File: config.mk
export PLATFORM = sky130hd
export DESIGN_NAME = opc5ls_uart
export DESIGN_NICKNAME = d
export VERILOG_FILES = /design/src/rtl/opc5ls_uart.sv
export SDC_FILE = /design/constraint.sdc
export NUM_CORES = 1
export LEC_CHECK = 0
export CAP_MARGIN = 40
export CORE_UTILIZATION = 53
export DETAILED_ROUTE_END_ITERATION = 6
export PLACE_DENSITY = 0.9
export SLEW_MARGIN = 20
export SYNTH_ARGS = -nofsm -noshare
export SYNTH_HDL_FRONTEND = slang
export SYNTH_SLANG_ARGS = --single-unit
File: constraint.sdc
create_clock -name clk -period 3.7 [get_ports clk]
set_clock_uncertainty 0.2 [all_clocks]
set_input_delay 0.37 -clock clk [delete_from_list [all_inputs] [get_ports clk]]
set_output_delay 0.37 -clock clk [all_outputs]
set_load 0.01 [all_outputs]
File: src/rtl/opc5ls_uart.sv
// Memory-mapped UART for the OPC5LS CPU: DATA register at BASE_ADDR, STATUS at BASE_ADDR+1.
// The 4-deep TX FIFO and transmitter are always present; define OPC5LS_UART_RX_EN to build the receiver.
module opc5ls_uart #(
  parameter logic [15:0] BASE_ADDR = 16'hFE08,
  parameter logic [15:0] CLK_DIV   = 16'd434
) (
  input  logic        clk,
  input  logic        reset_b,
  input  logic [15:0] address,
  input  logic [15:0] din,
  input  logic        rnw,
  output logic [15:0] dout,
  output logic        sel,
  output logic        txd,
  input  logic        rxd
);

  typedef enum logic [1:0] {IDLE, START, DATA, STOP} state_t;

  logic       data_sel, wr_data, rd_data, push, pop;
  logic       tx_full, tx_empty;
  logic [7:0] rx_data;
  logic       rx_valid, rx_overrun, frame_err;

  assign sel      = (address[15:1] == BASE_ADDR[15:1]);
  assign data_sel = sel & ~address[0];
  assign wr_data  = data_sel & ~rnw;
  assign rd_data  = data_sel & rnw;

  always_comb begin
    dout = 16'h0000;
    if (sel && rnw)
      dout = address[0] ? {11'b0, frame_err, rx_overrun, rx_valid, tx_empty, tx_full}
                        : {8'h00, rx_data};
  end

  // ---------------- TX FIFO ----------------
  logic [7:0] fifo_mem [4];
  logic [1:0] wr_ptr, rd_ptr;
  logic [2:0] count;
  state_t     tx_state, tx_state_n;

  assign push     = wr_data && (count != 3'd4);
  assign pop      = (tx_state == IDLE) && (count != 3'd0);
  assign tx_full  = (count == 3'd4);
  assign tx_empty = (count == 3'd0) && (tx_state == IDLE);

  // NOTE: storage arrays carry no reset; the reset pointers and count make stale entries unreachable.
  always_ff @(posedge clk) begin
    if (push) fifo_mem[wr_ptr] <= din[7:0];
  end

  // NOTE: sequential state uses non-blocking assignments so every flop samples pre-edge values.
  always_ff @(posedge clk or negedge reset_b) begin
    if (!reset_b) begin
      wr_ptr <= 2'd0;
      rd_ptr <= 2'd0;
      count  <= 3'd0;
    end else begin
      if (push) wr_ptr <= wr_ptr + 2'd1;
      if (pop)  rd_ptr <= rd_ptr + 2'd1;
      case ({push, pop})
        2'b10:   count <= count + 3'd1;
        2'b01:   count <= count - 3'd1;
        default: count <= count;
      endcase
    end
  end

  // ---------------- Transmitter ----------------
  logic [15:0] tx_div, tx_div_n;
  logic [2:0]  tx_bit, tx_bit_n;
  logic [7:0]  tx_shift, tx_shift_n;
  logic        txd_n, tx_last;

  assign tx_last = (tx_div == CLK_DIV - 16'd1);

  // NOTE: every output of this block gets a default first, so no path can infer a latch.
  always_comb begin
    tx_state_n = tx_state;
    tx_div_n   = tx_div + 16'd1;
    tx_bit_n   = tx_bit;
    tx_shift_n = tx_shift;
    txd_n      = 1'b1;
    case (tx_state)
      IDLE: begin
        tx_div_n = 16'd0;
        if (pop) begin
          tx_state_n = START;
          tx_shift_n = fifo_mem[rd_ptr];
        end
      end
      START: if (tx_last) begin
        tx_div_n   = 16'd0;
        tx_bit_n   = 3'd0;
        tx_state_n = DATA;
      end
      DATA: if (tx_last) begin
        tx_div_n = 16'd0;
        if (tx_bit == 3'd7) tx_state_n = STOP;
        else begin
          tx_bit_n   = tx_bit + 3'd1;
          tx_shift_n = {1'b0, tx_shift[7:1]};
        end
      end
      STOP: if (tx_last) begin
        tx_div_n   = 16'd0;
        tx_state_n = IDLE;
      end
      default: tx_state_n = IDLE;
    endcase
    // txd is registered from the next state so the serial line never glitches.
    case (tx_state_n)
      START:   txd_n = 1'b0;
      DATA:    txd_n = tx_shift_n[0];
      default: txd_n = 1'b1;
    endcase
  end

  always_ff @(posedge clk or negedge reset_b) begin
    if (!reset_b) begin
      tx_state <= IDLE;
      tx_div   <= 16'd0;
      tx_bit   <= 3'd0;
      tx_shift <= 8'h00;
      txd      <= 1'b1;
    end else begin
      tx_state <= tx_state_n;
      tx_div   <= tx_div_n;
      tx_bit   <= tx_bit_n;
      tx_shift <= tx_shift_n;
      txd      <= txd_n;
    end
  end

`ifdef OPC5LS_UART_RX_EN
  // ---------------- Receiver ----------------
  logic        rxd_m, rxd_s;
  state_t      rx_state, rx_state_n;
  logic [15:0] rx_div, rx_div_n;
  logic [2:0]  rx_bit, rx_bit_n;
  logic [7:0]  rx_shift, rx_shift_n;
  logic        rx_done_ok, rx_done_bad, rx_last;
  logic        unused_bits;

  assign unused_bits = ^din[15:8];
  assign rx_last     = (rx_div == CLK_DIV - 16'd1);

  always_comb begin
    rx_state_n  = rx_state;
    rx_div_n    = rx_div + 16'd1;
    rx_bit_n    = rx_bit;
    rx_shift_n  = rx_shift;
    rx_done_ok  = 1'b0;
    rx_done_bad = 1'b0;
    case (rx_state)
      IDLE: begin
        rx_div_n = 16'd0;
        if (!rxd_s) rx_state_n = START;
      end
      START: if (rx_div == (CLK_DIV >> 1) - 16'd1) begin
        rx_div_n   = 16'd0;
        rx_bit_n   = 3'd0;
        rx_state_n = rxd_s ? IDLE : DATA;
      end
      DATA: if (rx_last) begin
        rx_div_n   = 16'd0;
        rx_shift_n = {rxd_s, rx_shift[7:1]};
        if (rx_bit == 3'd7) rx_state_n = STOP;
        else                rx_bit_n   = rx_bit + 3'd1;
      end
      STOP: if (rx_last) begin
        rx_div_n    = 16'd0;
        rx_state_n  = IDLE;
        rx_done_ok  = rxd_s;
        rx_done_bad = ~rxd_s;
      end
      default: rx_state_n = IDLE;
    endcase
  end

  always_ff @(posedge clk or negedge reset_b) begin
    if (!reset_b) begin
      rxd_m      <= 1'b1;
      rxd_s      <= 1'b1;
      rx_state   <= IDLE;
      rx_div     <= 16'd0;
      rx_bit     <= 3'd0;
      rx_shift   <= 8'h00;
      rx_data    <= 8'h00;
      rx_valid   <= 1'b0;
      rx_overrun <= 1'b0;
      frame_err  <= 1'b0;
    end else begin
      rxd_m    <= rxd;
      rxd_s    <= rxd_m;
      rx_state <= rx_state_n;
      rx_div   <= rx_div_n;
      rx_bit   <= rx_bit_n;
      rx_shift <= rx_shift_n;
      if (rd_data) begin
        rx_valid   <= 1'b0;
        rx_overrun <= 1'b0;
        frame_err  <= 1'b0;
      end
      // A completing byte overrides a same-edge read; overrun only if the old byte was never read.
      if (rx_done_ok) begin
        rx_data  <= rx_shift;
        rx_valid <= 1'b1;
        if (rx_valid && !rd_data) rx_overrun <= 1'b1;
      end
      if (rx_done_bad) frame_err <= 1'b1;
    end
  end
`else
  logic unused_bits;

  assign unused_bits = ^{din[15:8], rxd};
  assign rx_data     = 8'h00;
  assign rx_valid    = 1'b0;
  assign rx_overrun  = 1'b0;
  assign frame_err   = 1'b0;
`endif

endmodule

==> results by group, run 1 <==
Synth
  – Post-synthesis xor/xnor area fraction: 0.0490
  – Synth Area in Compound Gates: 0.0770
  – Synthesized area per cell: roughly 13 µm²
  – Mux contribution to synthesized area: 0.0630
  – Leading area contributor after synthesis: edfxtp_1
  – Top cells by area, synth: edfxtp_1 30%, dfrtp_1 28%, mux4_2 5.6%
  – Post-synth EDFFs: 32
  – Mapped Cells: around 250
  – Most used flip-flop cell after synthesis: dfrtp_1
  – Cell variety after synth: 48
  – Simple-Gate Fraction of Synth Area: 0.132
  – Yosys top cell area share: 0.299
  – Adder-Cell Fraction of Synth Area: 0.0412
  – #FFs+latches synth: between 60 and 70
  – Yosys warns: 0
  – Mapped Area: roughly 3200 µm²
  – Largest family of logic cells by synthesized area: simple AND/OR/NAND/NOR gates
  – Async set-reset flop share out of synthesis: 0.536
  – Register area share after synthesis: 0.587

Worst setup path
  – WS Path Type: input pin to primary output
  – Worst-path fanout max: 4
  – Crit path DAT: 2500 ps
  – Setup crit start kind: input pin
  – Worst endpoint required time: around 3100 ps
  – Worst R2R End: tx_shift[5]
  – Worst reg2reg path depth: 7
  – Crit. End Element: primary output
  – RR Startpoint: tx_div[1]
  – Setup slack, reg-to-reg: about 900 ps

Cells and area
  – Most common cell after layout, fill and taps aside: dfrtp_1
  – Final core occ: 0.648
  – Post-route insts no fill: about 370
  – Area growth syn-to-layout: 18.5%
  – Nets: around 330
  – Layout cells sized above 1: 0.120
  – Ant diodes: 0
  – Commonest cells after routing, fill and taps aside: 36 x dfrtp_1, 32 x edfxtp_1, 29 x clkdlybuf4s50_1

Pwr
  – Cell area power density: around 550 nW/µm²
  – Tot Pwr: 0.00211 W
  – Max VDD drop: around 0.38 mV
  – Leak: 1.55 nW

Floorplanning
  – Core area: between 5000 and 6000 µm²
  – Num ports: 54
  – Die area: 6390 µm²
  – Die H: ~80 µm
  – Row cnt: 28
  – Die Wd: roughly 80 µm
  – Starting Density: 0.547

Placed design
  – Placer congestion estimate: ~0.75
  – Buffers on Ports: 30
  – Placed insts: 348
  – DP Wirelength: a little under 4000 µm

Clocking
  – Setup Fix Bufs, Post-CTS: 0
  – H-Tree Depth: 3
  – Clk slew on worst S/H paths: around 70 ps
  – CTS tree: built
  – Root buf cell: clkbuf_8
  – CTS Buf Count: 9
  – Clock buffer depth: 2
  – CTS sink cnt: between 60 and 70
  – Clk_lat worst skew: around 350 ps

STA
  – RSZ-0062 raised after global routing: false
  – Period Utilization, post-route: 0.829
  – Slew headroom: 0.563
  – Final Max Tran Viols: 0
  – Tmin final: 3070 ps
  – Setup TNS Final: 0 ps
  – Hold Violations, Final: 0
  – F_max: approximately 330 MHz
  – Worst Max-Slew Pin Slew: ~650 ps
  – Setup violations, final: 0

Global route
  – Initial antenna violation count: 0
  – Pin count of the biggest net entering global routing: 38
  – Overall routing resource usage: 0.198
  – Grt ovf: 0
  – Vias in the first global route: 1973
  – First-pass GRT wire length: about 9200 µm

Drt
  – DR vias/cell: 5.43
  – DRT iter0 DRCs: 107
  – WL per Instance: 15.0 µm
  – Routed Antenna Nets: 0
  – DR vias: a little under 2000
  – # DRC: 0
  – Total Wirelength: around 5500 µm
  – DRT Pass-1 Iters: 4

Status
  – Status: completed

Run
  – Max-cap check violation count: 0

Min path
  – Hold Path Class: input pin to asynchronous set/reset pin
[layer usage]
| metal | up-vias | global-route usage | part of all wire |
|---|---|---|---|
| met5 | - | 0 | 0 |
| met4 | 0 | 0.109 | 0.024 |
| met3 | 13 | 0.0583 | 0.033 |
| met2 | 42 | 0.332 | 0.52 |
| met1 | 980 | 0.226 | 0.42 |
| li1 | 954 | - | - |
[area by class of cell]
| type | count | area, µm² |
|---|---|---|
| Fill cell | 445 | 2070 |
| Sequential cell | 69 | 1890 |
| Multi-Input combinational cell | 163 | 1220 |
| Timing Repair Buffer | 34 | 340 |
| Clock buffer | 10 | 128 |
| Clock inverter | 6 | 111 |
| Tap cell | 75 | 93.8 |
| Inverter | 9 | 33.8 |
[Yosys cell counts (all sizes together), types with 3 or more instances]
cell,count
dfrtp,36
a22o,6
or3,4
nand2,15
xor2,9
mux4,8
inv,8
nor3,3
or4,3
ha,9
nand3,5
buf,17
and4,3
a21o,7
nor4,5
and2,4
edfxtp,32
a21oi,5
xnor2,9
o21ai,8
nand4,5
nor2,21
[worst max-delay path: stages]
cell             delay [ps]
clkdlybuf4s50_1         460
nor4bb_1                280
nand2_1                  90
nor4_1                  490
and4_1                  270
clkdlybuf4s50_1         550
[how the worst max path moves through the flow]
stage / from / to / slack [ps] / cells after the start
5_1_grt: address[9] / count[2] / 430 / 11
2_1_floorplan: address[5] / count[2] / 580 / 10
3_5_place_dp: address[9] / count[2] / 290 / 11
4_1_cts: address[9] / dout[1] / 640 / 6
6_report: address[9] / dout[1] / 630 / 6
3_3_place_gp: address[9] / count[2] / 420 / 11
[per-stage QoR]
step / setup slack [ps] / area, µm² / hold WS [ps]
finish: 633 / 3810 / 174
global placement: 425 / 3540 / 261
floorplan: 578 / 3270 / -126
global route: 430 / 3810 / 190
detailed placement: 290 / 3540 / 271
CTS: 642 / 3790 / 290
[what timing repair did]
item / CTS / global route
endpoints found under the hold margin: 36 / 0
hold buffers: 1 / 0
resized for setup: 0 / 0
[power by group]
group / total [W] / switching (W) / internal (W)
logic: 0.000336 / 0.000131 / 0.000204
clock network: 0.000728 / 0.000279 / 0.000449
registers: 0.00104 / 0.000136 / 0.000906
total: 0.00211 / 0.000546 / 0.00156
[flip-flops by register name (all words and copies together), names as in the netlist]
| name | flops |
|---|---|
| tx_shift | 8 |
| rd_ptr | 2 |
| tx_div | 16 |
| txd | 1 |
| count | 3 |
| wr_ptr | 2 |
| tx_bit | 3 |
| tx_state | 2 |
| fifo_mem | 32 |
[cell families (layout without fill, tap and decap cells)]
group,count (synthesis),in the layout
and+or+nand+nor,76,76
xor gates and xnor gates,18,18
DFF,69,69
AOI/OAI and AO/OA,35,35
buffers and inverters,28,59
muxes,10,10
adders and majority gates,10,10
other,1,14
Note: power is estimated with default switching activity, not from simulation.
==> run 2, diff against run 1 <==
==> constraint.sdc (replaced) <==
create_clock -name clk -period 3.2 [get_ports clk]
set_clock_uncertainty 0.2 [all_clocks]
set_input_delay 0.32 -clock clk [delete_from_list [all_inputs] [get_ports clk]]
set_output_delay 0.32 -clock clk [all_outputs]
set_load 0.01 [all_outputs]
==> results by group, run 2 (synthesis gave the netlist of run 1 again) <==
Status
  – Status: completed

Global route
  – Grt ovf: 0 (unchanged)
  – Vias in the first global route: 1978 (+0.25%)
  – Pin count of the biggest net entering global routing: 38 (unchanged)
  – Initial antenna violation count: 0 (unchanged)
  – Overall routing resource usage: 0.198 (about the same)
  – First-pass GRT wire length: 9190 µm (+0.29%)

Drt
  – DR vias: 1998 (+0.45%)
  – # DRC: 0 (unchanged)
  – Total Wirelength: 5580 µm (+1.9%)
  – DR vias/cell: 5.43 (about the same)
  – DRT Pass-1 Iters: 4 (unchanged)
  – DRT iter0 DRCs: 73 (-32%)
  – Routed Antenna Nets: 0 (unchanged)
  – WL per Instance: 15.2 µm (+1.4%)

Cells and area
  – Layout cells sized above 1: 0.126 (+0.00600)
  – Nets: 334 (+0.60%)
  – Commonest cells after routing, fill and taps aside: 36 x dfrtp_1, 32 x edfxtp_1, 29 x clkdlybuf4s50_1
  – Ant diodes: 0 (unchanged)
  – Max FFs per register: 32 (unchanged)
  – Reg with most FFs: fifo_mem
  – Area growth syn-to-layout: 17.5%
  – Most common cell after layout, fill and taps aside: dfrtp_1
  – Largest registers: fifo_mem x32, tx_div x16, tx_shift x8

Clocking
  – Setup Fix Bufs, Post-CTS: 0 (unchanged)
  – H-Tree Depth: 3 (unchanged)
  – CTS Buf Count: 9 (unchanged)
  – Clk_lat worst skew: 350 ps (about the same)
  – Gates resized, CTS repair: 0 (unchanged)
  – CTS tree: built
  – CTS sink cnt: 69 (unchanged)
  – Clk slew on worst S/H paths: 60 ps (about the same)
  – Root buf cell: clkbuf_8
  – Clock buffer depth: 2 (unchanged)

STA
  – Tmin final: around 3000 ps
  – Period Utilization, post-route: 0.933
  – Setup violations, final: 0 (unchanged)
  – Slew headroom: 0.626 (+0.0622)
  – Worst Max-Slew Pin Slew: 562 ps (-87.4 ps)
  – RSZ-0062 raised after global routing: false
  – Final Max Tran Viols: 0 (unchanged)
  – Setup TNS Final: 0 ps (unchanged)
  – Worst Slack Setup Final: 213 ps (-420 ps)
  – Hold Violations, Final: 0 (unchanged)
  – F_max: around 330 MHz

Worst setup path
  – WS Path Type: input pin to primary output
  – Slowest stage delay, CP: 530 ps (-20 ps)
  – Crit-path cells: clkdlybuf4s50_1, nor4_1, nand2_1, nor4_1, buf_4, and4_1, clkdlybuf4s50_1
  – Crit. End Element: primary output
  – Setup crit start kind: input pin
  – Worst endpoint required time: 2680 ps (-450 ps)
  – Setup slack, reg-to-reg: 430 ps (-460 ps)
  – Worst reg2reg path depth: 7 (unchanged)
  – Worst R2R End: tx_shift[3]
  – RR Startpoint: tx_div[1]
  – Worst path slowest cell: clkdlybuf4s50_1
  – Largest delay share family, worst path: buffers and inverters
  – Crit. path cell count: 7 (+1)
  – Worst path bufs/invs: 3 (+1)
  – Crit path DAT: 2470 ps (-30 ps)
  – Worst-path fanout max: 3 (-1)

Floorplanning
  – Starting Density: 0.547 (unchanged)
  – Die Wd: 79.9 µm (unchanged)
  – Die H: 79.9 µm (unchanged)
  – Die area: 6390 µm² (unchanged)
  – Core area: 5890 µm² (unchanged)
  – Num ports: 54 (unchanged)
  – Row cnt: 28 (unchanged)

Placed design
  – Setup WS pre-CTS: -118 ps (-408 ps)
  – Buffers on Ports: 30 (unchanged)
  – Placer congestion estimate: 0.758 (+0.49%)
  – DP Wirelength: 3890 µm (about the same)

Pwr
  – Tot Pwr: 0.00226 W (+7.6%)
  – Cell area power density: 599 nW/µm² (+8.5%)
  – Max VDD drop: 0.373 mV (-1.6%)
  – Leak: 1.53 nW (-1.4%)

Run
  – Max-cap check violation count: 0 (unchanged)

Min path
  – Hold Path Class: input pin to asynchronous set/reset pin
## run 2: cell count changes in the layout (fill, tap and decap cells not counted), sizes merged
| cell | delta |
|---|---|
| clkinvlp | +3 |
| inv | -1 |
| bufinv | -2 |
| buf | +2 |
## run 2: worst max-delay path by stage
stage                from        to  slack, ps
2_1_floorplan  address[5]  count[2]        130
3_3_place_gp   address[9]  count[2]         90
3_5_place_dp   address[5]  count[2]       -120
4_1_cts        address[5]   dout[0]        190
5_1_grt        address[8]   dout[0]          5
6_report       address[5]   dout[0]        210
## run 2: metal layers
layer | vias to the layer above | global-route usage | wire [µm]
met2 | 44 | 0.332 | 3040
met4 | 0 | 0.0696 | 55
met3 | 7 | 0.0777 | 225
met5 | - | 0 | 0
li1 | 960 | - | -
met1 | 987 | 0.230 | 2260
## run 2: worst register-to-register path, stage by stage (launching register included)
cell and delay, ps:
dfrtp_1 400, inv_1 60, ha_1 120, or4b_4 460
or4_1 680, nor3_4 400, nor2_2 130, a21o_1 200
## run 2: what timing repair did
| action | in CTS | in global routing |
|---|---|---|
| hold buffers | 1 | 0 |
| endpoints found under the setup margin | 0 | 0 |
| hold endpoints to repair | 36 | 0 |
## run 2: cell type report
type	count	area (µm²)
inverters	9	33.8
fillers	452	2100
flip-flops and latches	69	1890
clock inverters	6	65.1
well taps	75	93.8
multi-input cells	163	1220
repair buffers	36	355
clock buffers	10	128
## run 2: per-stage QoR
stage               hold slack (ps)  std cells  utilization  area (µm²)
detailed placement              262        350        0.605        3560
global placement                246        350        0.605        3560
CTS                             282        367        0.639        3760
global route                    118        368        0.642        3780
finish                          108        368        0.642        3780
floorplan                      -176        260            -        3270
## run 2: report_power, final
group          switching (W)  total, W  internal, W  leakage [nW]
registers           0.000152   0.00120      0.00105         0.761
clock network       0.000327  0.000685     0.000358        0.0862
logic               0.000144  0.000380     0.000235         0.680
==> run 3, diff against run 2 <==
--- a/config.mk
+++ b/config.mk
@@ -9,6 +9,7 @@
 export CORE_UTILIZATION = 53
 export DETAILED_ROUTE_END_ITERATION = 6
 export PLACE_DENSITY = 0.9
+export REMOVE_ABC_BUFFERS = 1
 export SLEW_MARGIN = 20
 export SYNTH_ARGS = -nofsm -noshare
 export SYNTH_HDL_FRONTEND = slang
==> results by group, run 3 (synthesis gave the netlist of run 1 again) <==
Placed design
  – DP Wirelength: 4050 µm (+4.1%)
  – Placed insts: 352 (+0.57%)
  – Placer congestion estimate: 0.783 (+3.2%)
  – Buffers on Ports: 30 (unchanged)
  – Setup WS pre-CTS: 65.8 ps (+184 ps)

Pwr
  – Max VDD drop: 0.296 mV (-21%)
  – Cell area power density: 620 nW/µm² (+3.4%)
  – Tot Pwr: 0.00235 W (+3.8%)
  – Leak: 1.54 nW (+1.1%)

STA
  – Hold Violations, Final: 0 (unchanged)
  – Worst Slack Setup Final: 289 ps (+75.8 ps)
  – F_max: 344 MHz (+2.6%)
  – Worst Max-Slew Pin Slew: 525 ps (-36.8 ps)
  – RSZ-0062 raised after global routing: false
  – Setup TNS Final: 0 ps (unchanged)
  – Slew headroom: 0.647 (+0.0218)
  – Period Utilization, post-route: 0.910 (-0.0237)
  – Tmin final: 2910 ps (-75.8 ps)
  – Final Max Tran Viols: 0 (unchanged)
  – Setup violations, final: 0 (unchanged)

Drt
  – Total Wirelength: 5780 µm (+3.6%)
  – WL per Instance: 15.7 µm (+3.6%)
  – # DRC: 0 (unchanged)
  – DR vias/cell: 5.61 (+3.3%)
  – DRT iter0 DRCs: 130 (+78%)
  – DRT Pass-1 Iters: 4 (unchanged)
  – DR vias: 2064 (+3.3%)
  – Routed Antenna Nets: 0 (unchanged)

Clocking
  – Root buf cell: clkbuf_8
  – CTS tree: built
  – Gates resized, CTS repair: 0 (unchanged)
  – Clk_lat worst skew: 340 ps (about the same)
  – CTS Hold Bufs: 0 (-1)
  – Clk slew on worst S/H paths: 70 ps (about the same)
  – Clock buffer depth: 2 (unchanged)
  – CTS sink cnt: 69 (unchanged)
  – CTS Buf Count: 9 (unchanged)
  – H-Tree Depth: 3 (unchanged)
  – Setup Fix Bufs, Post-CTS: 0 (unchanged)

Worst setup path
  – Worst path slowest cell: clkdlybuf4s50_1
  – Crit path DAT: 2390 ps (-80 ps)
  – RR Startpoint: tx_div[1]
  – Largest delay share family, worst path: simple AND/OR/NAND/NOR gates
  – Setup crit start kind: register
  – Crit. End Element: primary output
  – Setup slack, reg-to-reg: 370 ps (-60 ps)
  – Worst endpoint required time: 2680 ps (about the same)
  – WS Path Type: register to primary output
  – Worst R2R End: tx_shift[6]
  – Crit-path cells: or3_1, nor3_1, and4_1, clkdlybuf4s50_1
  – Worst-path fanout max: 4 (+1)
  – Worst path bufs/invs: 1 (-2)
  – Slowest stage delay, CP: 530 ps (about the same)
  – Worst reg2reg path depth: 7 (unchanged)

Run
  – Max-cap check violation count: 0 (unchanged)

Cells and area
  – Reg with most FFs: fifo_mem
  – Max FFs per register: 32 (unchanged)
  – Largest registers: fifo_mem x32, tx_div x16, tx_shift x8
  – Area growth syn-to-layout: 17.8%
  – Ant diodes: 0 (unchanged)
  – Commonest cells after routing, fill and taps aside: 36 x dfrtp_1, 32 x edfxtp_1, 30 x clkdlybuf4s50_1
  – Most common cell after layout, fill and taps aside: dfrtp_1
  – Layout cells sized above 1: 0.130 (+0.00341)
  – Nets: 334 (unchanged)
  – Post-route insts no fill: 368 (unchanged)

Floorplanning
  – Num ports: 54 (unchanged)
  – Row cnt: 28 (unchanged)
  – Die Wd: 79.9 µm (unchanged)
  – Die H: 79.9 µm (unchanged)
  – Core area: 5890 µm² (unchanged)
  – Starting Density: 0.547 (unchanged)
  – Die area: 6390 µm² (unchanged)

Global route
  – Pin count of the biggest net entering global routing: 38 (unchanged)
  – Overall routing resource usage: 0.203 (+0.00503)
  – Vias in the first global route: 2060 (+4.1%)
  – Grt ovf: 0 (unchanged)
  – Initial antenna violation count: 0 (unchanged)
  – First-pass GRT wire length: 9540 µm (+3.8%)

Min path
  – Hold Path Class: input pin to asynchronous set/reset pin

Status
  – Status: completed
-- run 3: cell types whose count changed in the layout (fill, tap and decap cells not counted), sizes merged --
cell	delta
clkbuf	-1
clkinvlp	-2
dlygate4sd3	-1
bufinv	+1
clkinv	+2
clkdlybuf4s50	+1
-- run 3: layout make-up --
class / instances / area [µm²]
fillers: 414 / 2090
clock inverters: 7 / 90.1
inverters: 9 / 33.8
multi-input cells: 163 / 1220
flip-flops and latches: 69 / 1890
well taps: 75 / 93.8
repair buffers: 36 / 345
clock buffers: 9 / 124
-- run 3: worst max-delay path by stage --
stage / start / endpoint / slack (ps) / cells after the start
after CTS: count[2] / dout[1] / 300 / 4
final: count[2] / dout[1] / 290 / 4
after detailed placement: address[5] / count[2] / 70 / 11
after global placement: address[9] / count[2] / 110 / 11
after floorplan: address[5] / count[2] / 130 / 10
after global routing: count[1] / dout[1] / 160 / 4
-- run 3: power breakdown --
| part | leakage (nW) | switching (W) | total [W] | internal, W |
|---|---|---|---|---|
| sequential | 0.761 | 0.000139 | 0.00119 | 0.00105 |
| combinational | 0.676 | 0.000169 | 0.000412 | 0.000244 |
| clock | 0.107 | 0.000316 | 0.000750 | 0.000434 |
-- run 3: metal layers --
metal | part of all wire | routed length [µm] | global-route usage
met5 | 0 | 0 | 0
met4 | 0.016 | 91 | 0.0982
met3 | 0.049 | 283 | 0.0560
met2 | 0.52 | 2980 | 0.332
met1 | 0.42 | 2430 | 0.247
-- run 3: metrics by stage --
stage	hold slack (ps)	util	cell area, µm²
floorplan	-176	-	3140
global placement	259	0.608	3580
detailed placement	271	0.608	3580
CTS	218	0.644	3790
global route	238	0.644	3790
finish	203	0.644	3790
==> edit, RTL diff (flow settings as in run 3) <==
Add a define of `OPC5LS_UART_RX_EN`.
--- a/src/rtl/opc5ls_uart.sv
+++ b/src/rtl/opc5ls_uart.sv
@@ -1,5 +1,7 @@
 // Memory-mapped UART for the OPC5LS CPU: DATA register at BASE_ADDR, STATUS at BASE_ADDR+1.
 // The 4-deep TX FIFO and transmitter are always present; define OPC5LS_UART_RX_EN to build the receiver.
+`define OPC5LS_UART_RX_EN
+
 module opc5ls_uart #(
   parameter logic [15:0] BASE_ADDR = 16'hFE08,
   parameter logic [15:0] CLK_DIV   = 16'd434
Function: same outputs for any inputs over 10 cycles, from zero or initial values and one cycle with reset_b low; that may be too few to reach the edited logic, so the function may still have changed.
==> edit against run 3 <==
Largest power group unchanged; count of clock-buffer cells in the layout is the same; wire length is 66% higher; sequential cell count up 42; synthesized area up 62%; final cell count is 61% higher; register-to-register slack improved by 0.18 ns; critical endpoint is now dout[3]; design area is 58% higher; setup slack better by 0.099 ns; core utilization is 0.42 points lower; total power grew 26%; maximum frequency grew 3.5%; global-route usage increased by 0.20 points; synthesized cell count up 68%.
==> edit: results (changes against run 3) <==
routing:
  m1WireLength_um: 3970  # +64%
  routed-wl-met3_um: 293  # +3.5%
  via_count: 3278  # +59%
  wl_met2_um: 5170  # +74%
  1st_pass_router_iterations: 5  # +1
  drt_iter0_markers: 138  # +6.2%
status:
  status: "finished clean"
synth:
  async_reset_ff_share_pct: 71.2  # +18 points
  number_of_distinct_standard_cells_referenced_by_the_synthesized_netlist: 61  # +27%
  synthTopCellsByArea: "dfrtp_1, edfxtp_1, mux4_2"
placement:
  dp.cells: 577  # +64%
  placement.cell_area_mm2: 0.00576  # +61%
  detail_placement_hpwl_um: 6960  # +72%
timing:
  setup_slack_ns: 0.388  # +0.0988 ns
  holdWs_ns: 0.141  # -0.0620 ns
  slew-limit-headroom_pct: 61.3  # -3.5 points
cts:
  cts_hold_buffers: 1  # +1
  cts.reportedPaths.clkPinSlew_ns: 0.11  # +0.04 ns
  clk_latency_ns: 0.37  # +0.03 ns
critical_path:
  critPathMaxFanout: 6  # +2
  worstPathArrival_ns: 2.29  # -0.10 ns
  path_class: "in -> out"
  reg2reg_slack_ns: 0.55  # +0.18 ns
cells_and_area:
  layout.nets: 511  # +53%
  fillerInstances: 683  # +65%
  top_regs: "fifo_mem: 32 flops, rx_div: 16 flops, tx_div: 16 flops"
worst_hold_path:
  worst_hold_path_type: "in -> reg"
grt:
  global_route.usage.total_pct: 20.5  # +0.20 points
  gr-usage-met3_pct: 4.37  # -1.2 points
power_and_ir_drop:
  switching_power_mw: 0.789  # +27%
  pwr-share-comb_pct: 13.2  # -4.3 points
  static-leakage-power_nw: 2.73  # +77%
  share_seq_of_total_power_pct: 58.3  # +7.8 points
==> edit: cell types whose count changed after synthesis, moves of 9 or more <==
| cell | delta |
|---|---|
| dfrtp_1 | +40 |
| inv_1 | +9 |
| nor2_1 | +26 |
| xor2_1 | +11 |
==> edit: cell families after synthesis <==
logic type	share of synthesized area [%]
buffers and inverters	3.35
other	0.0721
AOI/OAI and AO/OA	5.80
muxes	9.27
and+or+nand+nor	16.0
adders and majority gates	3.75
xor gates and xnor gates	5.22
DFF	56.6
==> edit: area by class of cell <==
cell class	instances	area, um^2	share of cell area (%)
Clock inverter	7	78.8	1.31
Multi-Input combinational cell	273	2110	35.2
Sequential cell	111	2940	49.0
Tap cell	129	161	2.69
Timing Repair Buffer	48	518	8.63
Inverter	17	63.8	1.06
Clock buffer	9	124	2.06
==> edit: critical path, stage by stage <==
cell	delay [ns]
clkdlybuf4s50_1	0.42
or4_1	0.53
nor4_2	0.24
buf_4	0.18
nand2_1	0.08
buf_4	0.17
nor2_1	0.14
dlymetal6s2s_1	0.21
